File: config.mk
export PLATFORM = sky130hd
export DESIGN_NAME = cla_pipe_adder
export DESIGN_NICKNAME = d
export VERILOG_FILES = /design/src/rtl/cla_pkg.sv /design/src/rtl/cla_chunk.sv /design/src/rtl/cla_pipe_adder.sv
export SDC_FILE = /design/constraint.sdc
export NUM_CORES = 1
export LEC_CHECK = 0
export BUFFER_PORTS_ARGS = -buffer_cell sky130_fd_sc_hd__buf_4
export CORE_UTILIZATION = 55
export CTS_BUF_LIST = sky130_fd_sc_hd__clkbuf_8 sky130_fd_sc_hd__clkbuf_16
export CTS_CLUSTER_SIZE = 40
export DETAILED_ROUTE_END_ITERATION = 16
export PLACE_DENSITY = 0.76
export SYNTH_ARGS = -nofsm -noshare
export SYNTH_HDL_FRONTEND = slang
export SYNTH_HIERARCHICAL = 1
export SYNTH_SLANG_ARGS = --single-unit
File: constraint.sdc
create_clock -name clk -period 2.3 [get_ports clk]
set_input_delay 0.23 -clock clk [delete_from_list [all_inputs] [get_ports clk]]
set_output_delay 0.23 -clock clk [all_outputs]
set_load 0.1 [all_outputs]
File: src/rtl/cla_pkg.sv
// Shared constants and types for the pipelined carry-lookahead adder.
package cla_pkg;

    // Width of one lookahead group inside a chunk.
    localparam int GROUP_W = 4;

    // Number of pipeline stages: one CHUNK-bit slice resolved per stage.
    function automatic int calc_stages(input int w, input int chunk);
        return w / chunk;
    endfunction

    // Control part of a stage record. The operand words and the partial sum
    // word travel alongside it in parallel arrays, because their width
    // depends on the W parameter of the instantiating module.
    //   carry : carry out of the last chunk resolved (carry-in of the next)
    //   gacc  : accumulated group generate of all chunks resolved so far
    //   pacc  : accumulated group propagate of all chunks resolved so far
    //   cmsb  : carry into the top bit of the last chunk resolved
    typedef struct packed {
        logic valid;
        logic carry;
        logic gacc;
        logic pacc;
        logic cmsb;
    } stage_ctrl_t;

endpackage

File: src/rtl/cla_chunk.sv
// Combinational CHUNK-bit carry-lookahead slice built from 4-bit lookahead
// groups, with the group G/P terms folded into one chunk-level G/P pair.
module cla_chunk
    import cla_pkg::*;
#(
    parameter int CHUNK = 8
) (
    input  logic [CHUNK-1:0] a_i,
    input  logic [CHUNK-1:0] b_i,
    input  logic             cin_i,
    output logic [CHUNK-1:0] s_o,
    output logic             g_o,
    output logic             p_o,
    output logic             c_msb_o,
    output logic             cout_o
);

    localparam int NG = CHUNK / GROUP_W;

    logic [CHUNK-1:0] gen_s;
    logic [CHUNK-1:0] prop_s;
    logic [CHUNK:0]   carry_s;
    logic [NG-1:0]    grp_g_s;
    logic [NG-1:0]    grp_p_s;
    logic             chunk_g_s;
    logic             chunk_p_s;

    assign gen_s  = a_i & b_i;
    assign prop_s = a_i ^ b_i;

    // Per-group 4-bit lookahead carries; groups are chained on their G/P pair.
    always_comb begin
        logic [GROUP_W-1:0] g4;
        logic [GROUP_W-1:0] p4;
        logic               c0;
        carry_s    = '0;
        grp_g_s    = '0;
        grp_p_s    = '0;
        g4         = '0;
        p4         = '0;
        c0         = 1'b0;
        carry_s[0] = cin_i;
        for (int n = 0; n < NG; n++) begin
            g4 = gen_s[n*GROUP_W +: GROUP_W];
            p4 = prop_s[n*GROUP_W +: GROUP_W];
            c0 = carry_s[n*GROUP_W];
            carry_s[n*GROUP_W+1] = g4[0] | (p4[0] & c0);
            carry_s[n*GROUP_W+2] = g4[1] | (p4[1] & g4[0]) | (p4[1] & p4[0] & c0);
            carry_s[n*GROUP_W+3] = g4[2] | (p4[2] & g4[1]) | (p4[2] & p4[1] & g4[0])
                                 | (p4[2] & p4[1] & p4[0] & c0);
            grp_g_s[n] = g4[3] | (p4[3] & g4[2]) | (p4[3] & p4[2] & g4[1])
                       | (p4[3] & p4[2] & p4[1] & g4[0]);
            grp_p_s[n] = &p4;
            carry_s[n*GROUP_W+4] = grp_g_s[n] | (grp_p_s[n] & c0);
        end
    end

    // Fold group G/P into the chunk G/P pair; independent of the carry-in.
    always_comb begin
        chunk_g_s = 1'b0;
        chunk_p_s = 1'b1;
        for (int n = 0; n < NG; n++) begin
            chunk_g_s = grp_g_s[n] | (grp_p_s[n] & chunk_g_s);
            chunk_p_s = chunk_p_s & grp_p_s[n];
        end
    end

    assign s_o     = prop_s ^ carry_s[CHUNK-1:0];
    assign g_o     = chunk_g_s;
    assign p_o     = chunk_p_s;
    assign c_msb_o = carry_s[CHUNK-1];
    assign cout_o  = carry_s[CHUNK];

endmodule

File: src/rtl/cla_pipe_adder.sv
// Pipelined carry-lookahead adder/subtractor: one CHUNK-bit slice per stage,
// carry and accumulated G/P rippled through registers between stages.
// Operand words are skewed forward, finished sum chunks deskewed forward.
// W must be a multiple of CHUNK, CHUNK a multiple of 4.
// Optional build macro CLA_SAT_EN: saturate the sum on signed overflow
// instead of wrapping modulo 2^W.
module cla_pipe_adder
    import cla_pkg::*;
#(
    parameter int W     = 32,
    parameter int CHUNK = 8
) (
    input  logic         clk,
    input  logic         rst_n,
    input  logic         in_valid,
    output logic         in_ready,
    input  logic [W-1:0] a,
    input  logic [W-1:0] b,
    input  logic         c_in,
    input  logic         op_sub,
    output logic         out_valid,
    input  logic         out_ready,
    output logic [W-1:0] sum,
    output logic         c_out,
    output logic         ovf,
    output logic         g_out,
    output logic         p_out
);

    localparam int STAGES = calc_stages(W, CHUNK);
    localparam int LAST   = STAGES - 1;

    // Stage k registers hold the record after chunk k has been resolved.
    stage_ctrl_t  ctrl_q [STAGES];
    stage_ctrl_t  ctrl_d [STAGES];
    logic [W-1:0] a_q    [STAGES];
    logic [W-1:0] a_d    [STAGES];
    logic [W-1:0] b_q    [STAGES];
    logic [W-1:0] b_d    [STAGES];
    logic [W-1:0] sum_q  [STAGES];
    logic [W-1:0] sum_d  [STAGES];

    // Result registers, loaded only when a valid record leaves the last stage.
    logic [W-1:0] res_sum_q;
    logic         res_cout_q;
    logic         res_ovf_q;
    logic         res_g_q;
    logic         res_p_q;

    logic         en_s;
    logic         ovf_s;
    logic [W-1:0] sum_fin_s;

    // The whole pipeline advances together unless a result is held back.
    assign en_s     = !ctrl_q[LAST].valid || out_ready;
    assign in_ready = en_s;

    for (genvar k = 0; k < STAGES; k++) begin : g_stage
        stage_ctrl_t      in_c_s;
        stage_ctrl_t      out_c_s;
        logic [W-1:0]     in_a_s;
        logic [W-1:0]     in_b_s;
        logic [W-1:0]     in_sum_s;
        logic [W-1:0]     out_sum_s;
        logic [CHUNK-1:0] s_s;
        logic             g_s;
        logic             p_s;
        logic             cm_s;
        logic             co_s;

        if (k == 0) begin : g_head
            // Operand prep: subtraction is A + ~B + 1; seed Gacc=0, Pacc=1.
            assign in_c_s   = '{valid: in_valid,
                                carry: (op_sub ? 1'b1 : c_in),
                                gacc:  1'b0,
                                pacc:  1'b1,
                                cmsb:  1'b0};
            assign in_a_s   = a;
            assign in_b_s   = op_sub ? ~b : b;
            assign in_sum_s = '0;
        end else begin : g_body
            assign in_c_s   = ctrl_q[k-1];
            assign in_a_s   = a_q[k-1];
            assign in_b_s   = b_q[k-1];
            assign in_sum_s = sum_q[k-1];
        end

        cla_chunk #(.CHUNK(CHUNK)) u_chunk (
            .a_i     (in_a_s[k*CHUNK +: CHUNK]),
            .b_i     (in_b_s[k*CHUNK +: CHUNK]),
            .cin_i   (in_c_s.carry),
            .s_o     (s_s),
            .g_o     (g_s),
            .p_o     (p_s),
            .c_msb_o (cm_s),
            .cout_o  (co_s)
        );

        // Merge this chunk into the running record: new carry, G/P fold, sum slice.
        always_comb begin
            out_c_s       = in_c_s;
            out_c_s.carry = co_s;
            out_c_s.gacc  = g_s | (p_s & in_c_s.gacc);
            out_c_s.pacc  = p_s & in_c_s.pacc;
            out_c_s.cmsb  = cm_s;
            out_sum_s     = in_sum_s;
            out_sum_s[k*CHUNK +: CHUNK] = s_s;
        end

        assign ctrl_d[k] = out_c_s;
        assign a_d[k]    = in_a_s;
        assign b_d[k]    = in_b_s;
        assign sum_d[k]  = out_sum_s;
    end

    // Final-stage overflow detection and optional saturation of the result.
    always_comb begin
        ovf_s     = ctrl_d[LAST].cmsb ^ ctrl_d[LAST].carry;
        sum_fin_s = sum_d[LAST];
`ifdef CLA_SAT_EN
        if (ovf_s) begin
            if (!a_d[LAST][W-1] && !b_d[LAST][W-1]) begin
                sum_fin_s = {1'b0, {(W-1){1'b1}}};
            end else begin
                sum_fin_s = {1'b1, {(W-1){1'b0}}};
            end
        end else begin
            sum_fin_s = sum_d[LAST];
        end
`endif
    end

    // Stage and result registers; everything freezes while a result is stalled.
    always_ff @(posedge clk or negedge rst_n) begin
        if (!rst_n) begin
            for (int k = 0; k < STAGES; k++) begin
                ctrl_q[k] <= '0;
                a_q[k]    <= '0;
                b_q[k]    <= '0;
                sum_q[k]  <= '0;
            end
            res_sum_q  <= '0;
            res_cout_q <= 1'b0;
            res_ovf_q  <= 1'b0;
            res_g_q    <= 1'b0;
            res_p_q    <= 1'b0;
        end else if (en_s) begin
            for (int k = 0; k < STAGES; k++) begin
                ctrl_q[k] <= ctrl_d[k];
                a_q[k]    <= a_d[k];
                b_q[k]    <= b_d[k];
                sum_q[k]  <= sum_d[k];
            end
            if (ctrl_d[LAST].valid) begin
                res_sum_q  <= sum_fin_s;
                res_cout_q <= ctrl_d[LAST].carry;
                res_ovf_q  <= ovf_s;
                res_g_q    <= ctrl_d[LAST].gacc;
                res_p_q    <= ctrl_d[LAST].pacc;
            end
        end
    end

    assign out_valid = ctrl_q[LAST].valid;
    assign sum       = res_sum_q;
    assign c_out     = res_cout_q;
    assign ovf       = res_ovf_q;
    assign g_out     = res_g_q;
    assign p_out     = res_p_q;

endmodule

### Word-level counts from Yosys, hierarchy flattened

Cells that the tools add are included.

| word-level totals | value |
|---|---|
| word-level logic and storage cells | 275 |
| output and inout port bits | 38 |
| bits of input ports | 70 |
| register bits | 289 |

| operators by class | value |
|---|---|
| reductions and logical operators | 11 |
| multiplexer cells | 2 |
| bitwise logic cells | 235 |

Operators by type and width:

| cell | count |
|---|---|
| bitwise AND 1 bit | 134 |
| bitwise OR 1 bit | 87 |
| bitwise XOR 8 bit | 8 |
| bitwise AND 8 bit | 4 |
| two-way mux 32 bit | 1 |
| NOT 32 bit | 1 |
| AND reduction 4 bit | 8 |
| AND reduction 2 bit | 1 |
| zero test 1 bit | 1 |
| logical OR 1 bit | 1 |
| two-way mux 1 bit | 1 |
| bitwise XOR 1 bit | 1 |

### Longest topological paths before layout

| logic depth | value |
|---|---|
| depth after elaboration | 11 |
| depth in mapped cells | 10 |
| mapped depth without buffers | 8 |

### Modules after synthesis

Netlist, hierarchy kept.

Modules (own cells, without submodules):

| module | area each (um^2) | instances | cells each | seq. area each (um^2) |
|---|---|---|---|---|
| cla_pipe_adder | 7659.8 | 1 | 485 | 4829.6 |
| cla_chunk (g_stage[1].u_chunk ...) | 349.1 | 3 | 41 | 0.0 |
| cla_chunk (g_stage[0].u_chunk) | 364.1 | 1 | 45 | 0.0 |

### Least setup slack after synthesis

OpenSTA, ideal clock, no wires.

| path | value |
|---|---|
| path kind | input -> register |
| start point | input port op_sub |
| end point | register sum_q, in the netlist g_stage[1].in_sum_s[5] |
| required time | 2175 ps |
| arrival | 2304 ps |
| stages on the path | 10 |
| path slack | -129 ps |
| buffers on the path | 2 |
| setup time | 125 ps |
| cell sequence | buf_2 buf_2 xor2_1 ha_1 a21oi_1 o21a_1 o21ai_0 fa_1 xor2_1 mux2_2 |

| between the ends | value |
|---|---|
| elaborated cells on any way between the ends | 18 |
| those cells by class | mux (2); bitwise (15); reduce/logical (1) |

RTL lines:

| what | line | RTL |
|---|---|---|
| from (decl) | cla_pipe_adder.sv:20 | `input logic op_sub,` |
| two-way mux 32 bit * | cla_pipe_adder.sv:79 | `assign in_b_s = op_sub ? ~b : b;` |
| net g_stage[0].in_b_s[1] | cla_pipe_adder.sv:62 | `logic [W-1:0] in_b_s;` |
| bitwise AND 8 bit / bitwise XOR 8 bit (equally long branches) | cla_chunk.sv:28, cla_chunk.sv:29 |  |
| bitwise AND 1 bit, on equally long branches | cla_chunk.sv:51, cla_chunk.sv:52 |  |
| bitwise OR 1 bit / bitwise AND 1 bit (equally long branches) | cla_chunk.sv:51, cla_chunk.sv:52 |  |
| bitwise OR 1 bit | cla_chunk.sv:52 | `\| (p4[3] & p4[2] & p4[1] & g4[0]);` |
| bitwise OR 1 bit * | cla_chunk.sv:54 | `carry_s[n*GROUP_W+4] = grp_g_s[n] \| (grp_p_s[n] & c0);` |
| bitwise AND 1 bit * | cla_chunk.sv:47 | `carry_s[n*GROUP_W+1] = g4[0] \| (p4[0] & c0);` |
| bitwise OR 1 bit * | cla_chunk.sv:47 |  |
| bitwise XOR 8 bit * | cla_chunk.sv:68 | `assign s_o = prop_s ^ carry_s[CHUNK-1:0];` |
| net g_stage[0].s_s[5] | cla_pipe_adder.sv:65 | `logic [CHUNK-1:0] s_s;` |
| to (signal, indexed assignment) | cla_pipe_adder.sv:152 | `sum_q[k] <= sum_d[k];` |
| to (decl) | cla_pipe_adder.sv:40 | `logic [W-1:0] sum_q [STAGES];` |

Mark *: on every way through the listed nets, which the timed path passes. The rest lies on a longest branch.
A chain may end at the register's enable or synchronous reset.

### Worst setup path after layout

| path | value |
|---|---|
| start point | register a_q, in the netlist g_stage[2].in_a_s[17] |
| end point | register sum_q, in the netlist g_stage[3].in_sum_s[21] |

| between the ends | value |
|---|---|
| cells in the longest elaborated chain, start to end | 8 |
| elaborated cells on any way between the ends | 13 |
| those cells by class | bitwise (12); reduce/logical (1) |

RTL lines:

| what | line | RTL |
|---|---|---|
| from (decl) | cla_pipe_adder.sv:36 | `logic [W-1:0] a_q [STAGES];` |
| from (signal, indexed assignment) | cla_pipe_adder.sv:150 | `a_q[k] <= a_d[k];` |
| bitwise AND 8 bit / bitwise XOR 8 bit (equally long branches) | cla_chunk.sv:28, cla_chunk.sv:29 |  |
| bitwise AND 1 bit, on equally long branches | cla_chunk.sv:51, cla_chunk.sv:52 |  |
| bitwise OR 1 bit / bitwise AND 1 bit (equally long branches) | cla_chunk.sv:51, cla_chunk.sv:52 |  |
| bitwise OR 1 bit | cla_chunk.sv:52 |  |
| bitwise OR 1 bit * | cla_chunk.sv:54 |  |
| bitwise AND 1 bit * | cla_chunk.sv:47 |  |
| bitwise OR 1 bit * | cla_chunk.sv:47 |  |
| bitwise XOR 8 bit * | cla_chunk.sv:68 |  |
| net g_stage[2].s_s[5] | cla_pipe_adder.sv:65 |  |

Marked as above.

==> flow_metrics.tcl <==
set metrics [dict create \
    grtUsageTotal 0.216 \
    rr_worst_depth 7 \
    relSlewSlack 0.588 \
    cp_data_arrival_time_ns 2.53 \
    fp.dieW_um 130 \
    postCtsSetupBuffers 0 \
    hp-class "input port to flip-flop" \
    nets 871 \
    ioPinCount 108 \
    io_buffers 107 \
    grt_max_degree 78 \
    period_needed_ns 2.20 \
    maxUsedRoutingLayer "met4" \
    leakagePower_uw 0.00493 \
    slew_viol_final 0 \
    drc 0 \
    rr_startpoint "g_stage[2].in_a_s[17]" \
    cp.required_ns 2.63 \
    root_buffer "clkbuf_16" \
    slowest_delay_ns 0.41 \
    place_congestion 0.925 \
    worst_slew_pin_slew_ns 0.618 \
    final_common_cell "dfrtp_1" \
    whs_ns 0.0130 \
    met1_length_mm 8.22 \
    power.density_nw_per_um2 1680 \
    drt-initial-drc-count 236 \
    critPathTopFamily "adder cells" \
    hold_path_depth 2 \
    path_clk_slew_ns 0.07 \
    critPathBufInv 0 \
    critPathMaxFanout 4 \
    cts-htree-levels 4 \
    cp.depth 7 \
    cp-startpoint "g_stage[2].in_a_s[17]" \
    final.period_utilization 0.957 \
    fp.coreArea_um2 16000 \
    finalSetupViolCount 0 \
    critPathCapture "g_stage[3].in_sum_s[21]" \
    antenna_cells 0 \
    drt_pre_antenna_iters 4 \
    clk_path_buf_depth 2 \
    skew_ns 0.0170 \
    floorplan.rows 46 \
    grt_pass1_wl_mm 27.5 \
    max_freq_mhz 454 \
    synth_cells 650 \
    post_drt_wl_per_cell_um 17.1 \
    worstSetupPathType "flip-flop to flip-flop" \
    cts_buffers 17 \
    start_util 0.566 \
    startpoint_type "flip-flop" \
    met2_length_mm 7.89 \
    vias 5275 \
    via_per_inst 5.33 \
    ff2ff_setup_slack_ns 0.1 \
    cts.sinks 193 \
    rr_endpoint "g_stage[3].in_sum_s[21]" \
    maxCapViolations 0 \
    layout_common_cells "dfrtp_1 (193), buf_4 (112), mux2_2 (110)" \
    worstPathCellList "ha_1, a21oi_2, o21a_1, o21ai_0, fa_1, xor2_1, mux2_2" \
    hold_viol 0 \
    grt_overflow 0 \
    syn-cell-area_um2 9060 \
    n_fill_cell 1207 \
    postRouteAntennaNets 0 \
    critPathSlowestCell "fa_1" \
    antenna_found_initial 0 \
    grt_pass1_vias 5413 \
    syn-num-nets 760 \
    dr_wl_met3_um 602 \
    drive_above_1_share 0.435 \
    totalWireLength_mm 17.0 \
    syn2layout_area_growth_pct 18.8 \
    rsz0062_at_grt "false" \
    die_y_um 130 \
    ir_drop_mv 1.03 \
    clock_latency_ns 0.44 \
    cts_tree "done" \
    dpl.hpwl_mm 12.3 \
    status "complete, no violations" \
    tns_ns 0 \
    die_area_um2 17000 \
    ys_warn_count 6 \
    cp-end-kind "flip-flop" \
    avgSynthCellArea_um2 13.9 \
]
[layer usage]
layer	global-route usage	vias to the layer above
li1	-	2512
met2	0.331	122
met3	0.0467	20
met4	0.0730	0
met1	0.307	2621
met5	0	-
[how the worst min path moves through the flow]
stage / startpoint / endpoint / slack [ns]
after CTS: a[25] / g_stage[1].in_a_s[25] / 0.005
after detailed placement: rst_n / g_stage[2].in_b_s[29] / 0.29
after floorplan: rst_n / c_out / -0.07
after global placement: rst_n / g_stage[1].in_b_s[28] / 0.29
after global routing: a[28] / g_stage[1].in_a_s[28] / 0.002
final: a[28] / g_stage[1].in_a_s[28] / 0.01
[per-stage QoR]
step | utilization | total power [uW] | setup slack (ns) | cells | cell area (um2)
global route | 0.672 | 19100 | 0.0269 | 990 | 10800
floorplan | - | 13000 | 0.00151 | 650 | 9070
CTS | 0.672 | 18100 | 0.0341 | 990 | 10700
global placement | 0.632 | 14600 | 0.0768 | 957 | 10100
finish | 0.672 | 18100 | 0.0997 | 990 | 10800
detailed placement | 0.632 | 15000 | 0.00600 | 957 | 10100
[flip-flops by register name (all words and copies together), names as in the netlist]
name / count
c_out: 1
ctrl_d: 3
ctrl_q: 9
g_out: 1
g_stage.in_a_s: 48
g_stage.in_b_s: 48
g_stage.in_sum_s: 48
out_valid: 1
ovf: 1
p_out: 1
sum: 32
[final cells by class]
cell class | count | area (um2) | area share
inverter | 11 | 41.3 | 0.00384
clock buffer | 18 | 439 | 0.0408
timing repair buffer | 120 | 985 | 0.0915
tap | 216 | 270 | 0.0251
sequential | 193 | 4830 | 0.449
multi-input combinational | 418 | 4020 | 0.373
clock inverter | 14 | 179 | 0.0166
[power by group]
group	internal (uW)	total (uW)	switching (uW)	leakage (uW)
sequential	4940	5940	998	0.00224
clock	1750	3060	1310	0.000294
combinational	3800	9070	5270	0.00240
[repair_timing]
action | CTS | global route
hold buffers | 1 | 0
endpoints found under the setup margin | 1 | 3
endpoints found under the hold margin | 71 | 0
gates cloned | 0 | 0
gates resized for setup | 1 | 5
Note: power is estimated with default switching activity, not from simulation.
